### config.mk
export PLATFORM = sky130hd
export DESIGN_NAME = ps2_ascii
export DESIGN_NICKNAME = d
export VERILOG_FILES = /design/src/rtl/ps2_pkg.sv /design/src/rtl/ps2_keymap.sv /design/src/rtl/ps2_ascii.sv
export SDC_FILE = /design/constraint.sdc
export NUM_CORES = 1
export LEC_CHECK = 0
export CAP_MARGIN = 25
export CORE_UTILIZATION = 60
export CTS_BUF_LIST = sky130_fd_sc_hd__clkbuf_4 sky130_fd_sc_hd__clkbuf_8
export CTS_CLUSTER_DIAMETER = 60
export DETAILED_ROUTE_END_ITERATION = 8
export PLACE_DENSITY = 0.79
export REMOVE_ABC_BUFFERS = 1
export SYNTH_ARGS = -nofsm -noshare
export SYNTH_HDL_FRONTEND = slang
export SYNTH_SLANG_ARGS = --single-unit
### constraint.sdc
create_clock -name clk -period 3.73 [get_ports clk]
set_input_delay 1.119 -clock clk [delete_from_list [all_inputs] [get_ports clk]]
set_output_delay 1.119 -clock clk [all_outputs]
set_load 0.01 [all_outputs]
### src/rtl/ps2_pkg.sv
// Shared definitions for the PS/2 keyboard front end: scan codes, ASCII
// constants, decoder states and the frame parity helper.
package ps2_pkg;

    localparam logic [7:0] SC_BREAK  = 8'hF0;
    localparam logic [7:0] SC_EXT    = 8'hE0;
    localparam logic [7:0] SC_LSHIFT = 8'h12;
    localparam logic [7:0] SC_RSHIFT = 8'h59;
    localparam logic [7:0] SC_CAPS   = 8'h58;
    localparam logic [7:0] SC_ENTER  = 8'h5A;
    localparam logic [7:0] SC_BKSP   = 8'h66;
    localparam logic [7:0] SC_SPACE  = 8'h29;

    localparam logic [7:0] ASCII_LF    = 8'h0A;
    localparam logic [7:0] ASCII_BS    = 8'h08;
    localparam logic [7:0] ASCII_SPACE = 8'h20;

    typedef enum logic [1:0] {
        ST_NORMAL,
        ST_BREAK,
        ST_EXT,
        ST_EXT_BREAK
    } dec_state_t;

    // Odd parity: data bits plus parity bit must contain an odd number of ones.
    function automatic logic parity_ok(input logic [8:0] bits);
        return ^bits;
    endfunction

endpackage

### src/rtl/ps2_keymap.sv
// Scan-code set 2 to ASCII lookup, purely combinational so the same table can
// serve both the receiver and a keyboard model.
module ps2_keymap
    import ps2_pkg::*;
(
    input  logic [7:0] code,
    input  logic       shift,
    input  logic       caps,
    output logic [7:0] ascii,
    output logic       hit
);

    logic [7:0]  lower;
    logic [15:0] pair;
    logic [7:0]  fixed;

    // Exactly one of lower / pair / fixed is non-zero for a mapped code.
    always_comb begin
        lower = 8'h00;
        pair  = 16'h0000;
        fixed = 8'h00;
        case (code)
            8'h1C: lower = "a";
            8'h32: lower = "b";
            8'h21: lower = "c";
            8'h23: lower = "d";
            8'h24: lower = "e";
            8'h2B: lower = "f";
            8'h34: lower = "g";
            8'h33: lower = "h";
            8'h43: lower = "i";
            8'h3B: lower = "j";
            8'h42: lower = "k";
            8'h4B: lower = "l";
            8'h3A: lower = "m";
            8'h31: lower = "n";
            8'h44: lower = "o";
            8'h4D: lower = "p";
            8'h15: lower = "q";
            8'h2D: lower = "r";
            8'h1B: lower = "s";
            8'h2C: lower = "t";
            8'h3C: lower = "u";
            8'h2A: lower = "v";
            8'h1D: lower = "w";
            8'h22: lower = "x";
            8'h35: lower = "y";
            8'h1A: lower = "z";
            8'h16: pair = "1!";
            8'h1E: pair = "2@";
            8'h26: pair = "3#";
            8'h25: pair = "4$";
            8'h2E: pair = "5%";
            8'h36: pair = "6^";
            8'h3D: pair = "7&";
            8'h3E: pair = "8*";
            8'h46: pair = "9(";
            8'h45: pair = "0)";
            8'h0E: pair = "`~";
            8'h4E: pair = "-_";
            8'h55: pair = "=+";
            8'h54: pair = "[{";
            8'h5B: pair = "]}";
            8'h5D: pair = {8'h5C, 8'h7C};
            8'h4C: pair = ";:";
            8'h52: pair = {8'h27, 8'h22};
            8'h41: pair = ",<";
            8'h49: pair = ".>";
            8'h4A: pair = "/?";
            SC_ENTER: fixed = ASCII_LF;
            SC_SPACE: fixed = ASCII_SPACE;
            SC_BKSP:  fixed = ASCII_BS;
            default: ;
        endcase
    end

    always_comb begin
        ascii = fixed;
        hit   = 1'b0;
        if (lower != 8'h00) begin
            ascii = (shift ^ caps) ? (lower - 8'h20) : lower;
            hit   = 1'b1;
        end else if (pair != 16'h0000) begin
            ascii = shift ? pair[7:0] : pair[15:8];
            hit   = 1'b1;
        end else if (fixed != 8'h00) begin
            hit   = 1'b1;
        end
    end

endmodule

### src/rtl/ps2_ascii.sv
// PS/2 keyboard receiver and make/break decoder producing one ASCII strobe per
// key press for the text terminal.
module ps2_ascii
    import ps2_pkg::*;
#(
    parameter int TIMEOUT_CYC = 10000
) (
    input  logic       clk,
    input  logic       reset,
    input  logic       ps2_clk,
    input  logic       ps2_data,
    output logic [7:0] key_out,
    output logic       p_valid,
    output logic       frame_err
);

    localparam int IDLE_W = $clog2(TIMEOUT_CYC + 1);
    localparam logic [IDLE_W-1:0] IDLE_MAX = IDLE_W'(TIMEOUT_CYC);

    logic              clk_s1, clk_s2, clk_s3;
    logic              data_s1, data_s2;
    logic              fall;
    logic [3:0]        bitcnt;
    logic [IDLE_W-1:0] idle;
    logic              stale;
    logic [9:0]        sr;
    logic              start_bit;
    logic              vld_p0;
    logic [7:0]        code;
    logic              frame_ok;
    logic [7:0]        ascii;
    logic              hit;
    logic              shift;
    logic              caps;
    dec_state_t        state;

    // Synchroniser: the keyboard pins are asynchronous, so they carry no reset.
    always_ff @(posedge clk) begin
        clk_s1  <= ps2_clk;
        clk_s2  <= clk_s1;
        clk_s3  <= clk_s2;
        data_s1 <= ps2_data;
        data_s2 <= data_s1;
    end

    assign fall  = clk_s3 & ~clk_s2;
    assign stale = (bitcnt != 4'd0) && (idle == IDLE_MAX);

    always_ff @(posedge clk) begin
        if (!reset) begin
            bitcnt <= 4'd0;
            idle   <= '0;
            vld_p0 <= 1'b0;
        end else begin
            vld_p0 <= 1'b0;
            if (fall) begin
                idle <= '0;
                if (bitcnt == 4'd10) begin
                    bitcnt <= 4'd0;
                    vld_p0 <= 1'b1;
                end else begin
                    bitcnt <= bitcnt + 4'd1;
                end
            end else begin
                if (idle != IDLE_MAX)
                    idle <= idle + IDLE_W'(1);
                if (stale)
                    bitcnt <= 4'd0;
            end
        end
    end

    // Start bit kept apart; sr ends up as {stop, parity, data[7:0]}.
    always_ff @(posedge clk) begin
        if (fall) begin
            if (bitcnt == 4'd0)
                start_bit <= data_s2;
            else
                sr <= {data_s2, sr[9:1]};
        end else if (stale) begin
            sr <= '0;
        end
    end

    // ---- stage p0 -> output: frame check, decode and registered strobes ----
    assign code     = sr[7:0];
    assign frame_ok = !start_bit && sr[9] && parity_ok(sr[8:0]);

    ps2_keymap u_keymap (
        .code  (code),
        .shift (shift),
        .caps  (caps),
        .ascii (ascii),
        .hit   (hit)
    );

    always_ff @(posedge clk) begin
        if (!reset) begin
            state     <= ST_NORMAL;
            shift     <= 1'b0;
            caps      <= 1'b0;
            key_out   <= 8'h00;
            p_valid   <= 1'b0;
            frame_err <= 1'b0;
        end else begin
            p_valid   <= 1'b0;
            frame_err <= 1'b0;
            if (vld_p0) begin
                if (!frame_ok) begin
                    frame_err <= 1'b1;
                end else begin
                    case (state)
                        ST_NORMAL: begin
                            if (code == SC_BREAK)
                                state <= ST_BREAK;
                            else if (code == SC_EXT)
                                state <= ST_EXT;
                            else if (code == SC_LSHIFT || code == SC_RSHIFT)
                                shift <= 1'b1;
                            else if (code == SC_CAPS)
                                caps <= ~caps;
                            else if (hit) begin
                                key_out <= ascii;
                                p_valid <= 1'b1;
                            end
                        end
                        ST_BREAK: begin
                            if (code == SC_LSHIFT || code == SC_RSHIFT)
                                shift <= 1'b0;
                            state <= ST_NORMAL;
                        end
                        ST_EXT:
                            state <= (code == SC_BREAK) ? ST_EXT_BREAK : ST_NORMAL;
                        ST_EXT_BREAK:
                            state <= ST_NORMAL;
                        default:
                            state <= ST_NORMAL;
                    endcase
                end
            end
        end
    end

endmodule

==> run summary <==
post-synthesis register bit count -> 49
minimum clock period -> 3.00 ns
CTS sink cnt -> 49
vias in the first global route -> 2567
TritonCTS clock tree -> done
Initial DRC Count -> 384
multi-input logic area -> 1950 µm²
list of most frequent post-synthesis cells -> nor2_1, dfxtp_1, nand2_1
Design Power -> 1.05 mW
Place WS -> 0.862 ns
first-pass GRT wire length -> 12200 µm
final setup violation count -> 0
Detail Placement HPWL -> 5490 µm
R2R depth -> 9
synth unique cells -> 68
PwrDens -> 302 nW/µm²
final slew viol count -> 0
synth top area cells -> dfxtp_1, edfxtp_1, ha_1
Cells after Synth -> 381
vias per inst -> 6.51
top-area cell type share of the netlist area -> 23.5%
instance count on the critical path -> 9
Critical R2R Launch -> sr[0]$_SDFFCE_PN0P_
final period utilization -> 80.3%
post-route ant nets -> 0
area occupied by registers -> 1090 µm²
Die ar. -> 5700 µm²
RR Endpoint -> key_out[3]$_SDFFE_PN0P_
Bufs and invs on worst path -> 1
CTS Hold Bufs -> 0
Clock Latency Late Sink -> 0.30 ns
slew margin rel. -> 44.6%
CP Cell Sequence -> inv_1 > ha_1 > a22oi_1 > o211ai_1 > nand4bb_1 > or3_1 > a41oi_1 > nor4b_1 > a21oi_1
Crit path arrival time -> 3.18 ns
largest net degree at the start of global routing -> 26
Static Leakage -> 1.25 nW
Area after DPL -> 3350 µm²
DR WL/cell -> 17.0 µm
chip width -> 75.5 µm
fin nets -> 408
slack of the critical path -> 0.734 ns
root buf cell -> clkbuf_8
PortBufs -> 13
Die Span Y -> 75.5 µm
H-tree Lvls -> 2
R2R setup slack -> 0.73 ns
Max Cap Viol -> 0
hold depth -> 0
clk slew on worst S/H paths -> 0.09 ns
GPL Wtd Cong -> 0.977
asr flop ratio synth -> 0%
hold wc startpoint -> clk_s1$_DFF_P_
dpl cells -> 444
Post-synth EDFFs -> 11
share of layout cells above drive strength 1 -> 6.54%
final setup TNS -> 0 ns
min-delay worst type -> reg2reg
initial antenna violation count -> 0
Synth Warn # -> 0
required time worst endpoint -> 3.91 ns
total gr overflow -> 0
fmax -> 334 MHz
Initial Util -> 63.0%
core area -> 5140 µm²
Worst-Margin Slew -> 0.831 ns
CTS Buf Count -> 5
Seq/Total Area, Yosys -> 33.7%
number of diodes -> 0
VDD IR-drop max -> 0.000274 V
Max Fanout on Critical Path -> 25
iteration count of the initial detailed-routing pass -> 5
Setup Skew -> 0.0107 ns
Longest Clk Path Bufs -> 2
Setup Buffers After CTS -> 0
startpoint types -> flip-flop
P&R area growth vs syn -> 6.91%
fin cells -> 452
total I/O pin count -> 14
WS Path Type -> reg2reg
status -> finished clean
Synth area leader -> dfxtp_1
largest stage delay on the critical path -> 0.71 ns
worst hold slack -> 0.332 ns
RSZ-0062 raised after global routing -> no
CTS resizes -> 0
utilization after layout -> 67.4%
total track usage -> 28.6%
Fillers -> 453
CP endpoint kind -> flip-flop
synthesized area -> 3240 µm²
WHS Endpoint -> clk_s2$_DFF_P_
Mean Syn Cell Area -> 8.50 µm²
Via Count -> 2942
critical path's slowest cell -> ha_1
Post-Route WL -> 7670 µm
Rows -> 26
Fin. Hold Viols -> 0
CP top delay family -> simple AND/OR/NAND/NOR gates
Final Instance Area -> 3460 µm²
main flop type after synthesis -> dfxtp_1
most frequent cell after synthesis -> nor2_1
DRC -> 0
routing by layer:
metal / vias to the layer above / global-route usage, % / routed length, µm / part of all wire, %
met4: 0 / 16.7 / 396 / 5.2
li1: 1406 / - / - / -
met1: 1354 / 36.4 / 3200 / 42
met5: - / 0 / 0 / 0
met2: 145 / 45.4 / 3590 / 47
met3: 37 / 5.56 / 489 / 6.4
cell usage in the layout, fill, tap and decap left out, drive strengths merged, types with 3 or more instances in the layout:
cell type      instances
o21ai                 21
dfxtp                 38
o211ai                 6
and3                   5
a31oi                  7
nor2                  39
edfxtp                11
nor3                   5
a41oi                  3
nand3                 15
o2111ai                5
nor4                   5
clkbuf                 5
and2                   6
o22ai                  9
ha                    23
nand2b                 5
nand4                 11
xnor2                  5
a21oi                 24
nand2                 36
clkdlybuf4s50         13
inv                   19
xor2                   7
a22oi                  8
or3                    5
how the worst max path moves through the flow:
| stage | from | endpoint | slack, ns |
|---|---|---|---|
| after floorplan | sr[6]$_SDFFCE_PN0P_ | key_out[4]$_SDFFE_PN0P_ | 1.22 |
| after global placement | sr[4]$_SDFFCE_PN0P_ | key_out[5]$_SDFFE_PN0P_ | 0.90 |
| after detailed placement | sr[0]$_SDFFCE_PN0P_ | key_out[3]$_SDFFE_PN0P_ | 0.86 |
| after CTS | sr[0]$_SDFFCE_PN0P_ | key_out[3]$_SDFFE_PN0P_ | 0.84 |
| after global routing | sr[0]$_SDFFCE_PN0P_ | key_out[3]$_SDFFE_PN0P_ | 0.56 |
| final | sr[0]$_SDFFCE_PN0P_ | key_out[3]$_SDFFE_PN0P_ | 0.73 |
layout make-up:
cell class                      count  share of cell area [%]
Multi-Input combinational cell    290                    56.4
Sequential cell                    49                    31.5
Timing Repair Buffer               15                    4.19
Tap cell                           70                    2.53
Inverter                           20                    2.17
Clock buffer                        5                    1.99
Clock inverter                      3                    1.19
report_power, final:
part	switching, mW	internal [mW]
Combinational	0.0742	0.0394
Clock	0.173	0.197
Sequential	0.00880	0.553
cell families (layout without fill, tap and decap cells):
family / after synthesis / after routing / synth area share [%]
AND/OR/NAND/NOR: 146 / 146 / 23.9
AO/OA/AOI/OAI: 104 / 104 / 22.1
flip-flops: 49 / 49 / 33.7
buffers and inverters: 42 / 43 / 5.99
adder cells (fa/ha/maj): 23 / 23 / 8.88
XOR/XNOR: 13 / 13 / 4.17
multiplexers: 4 / 4 / 1.31
registers in the layout, indices dropped and copies added (netlist names):
name / cells
state: 2
data_s2: 1
shift: 1
clk_s1: 1
idle: 14
vld_p0: 1
sr: 10
clk_s3: 1
data_s1: 1
p_valid: 1
bitcnt: 4
start_bit: 1
caps: 1
frame_err: 1
clk_s2: 1
key_out: 8
Note: power is estimated with default switching activity, not from simulation.
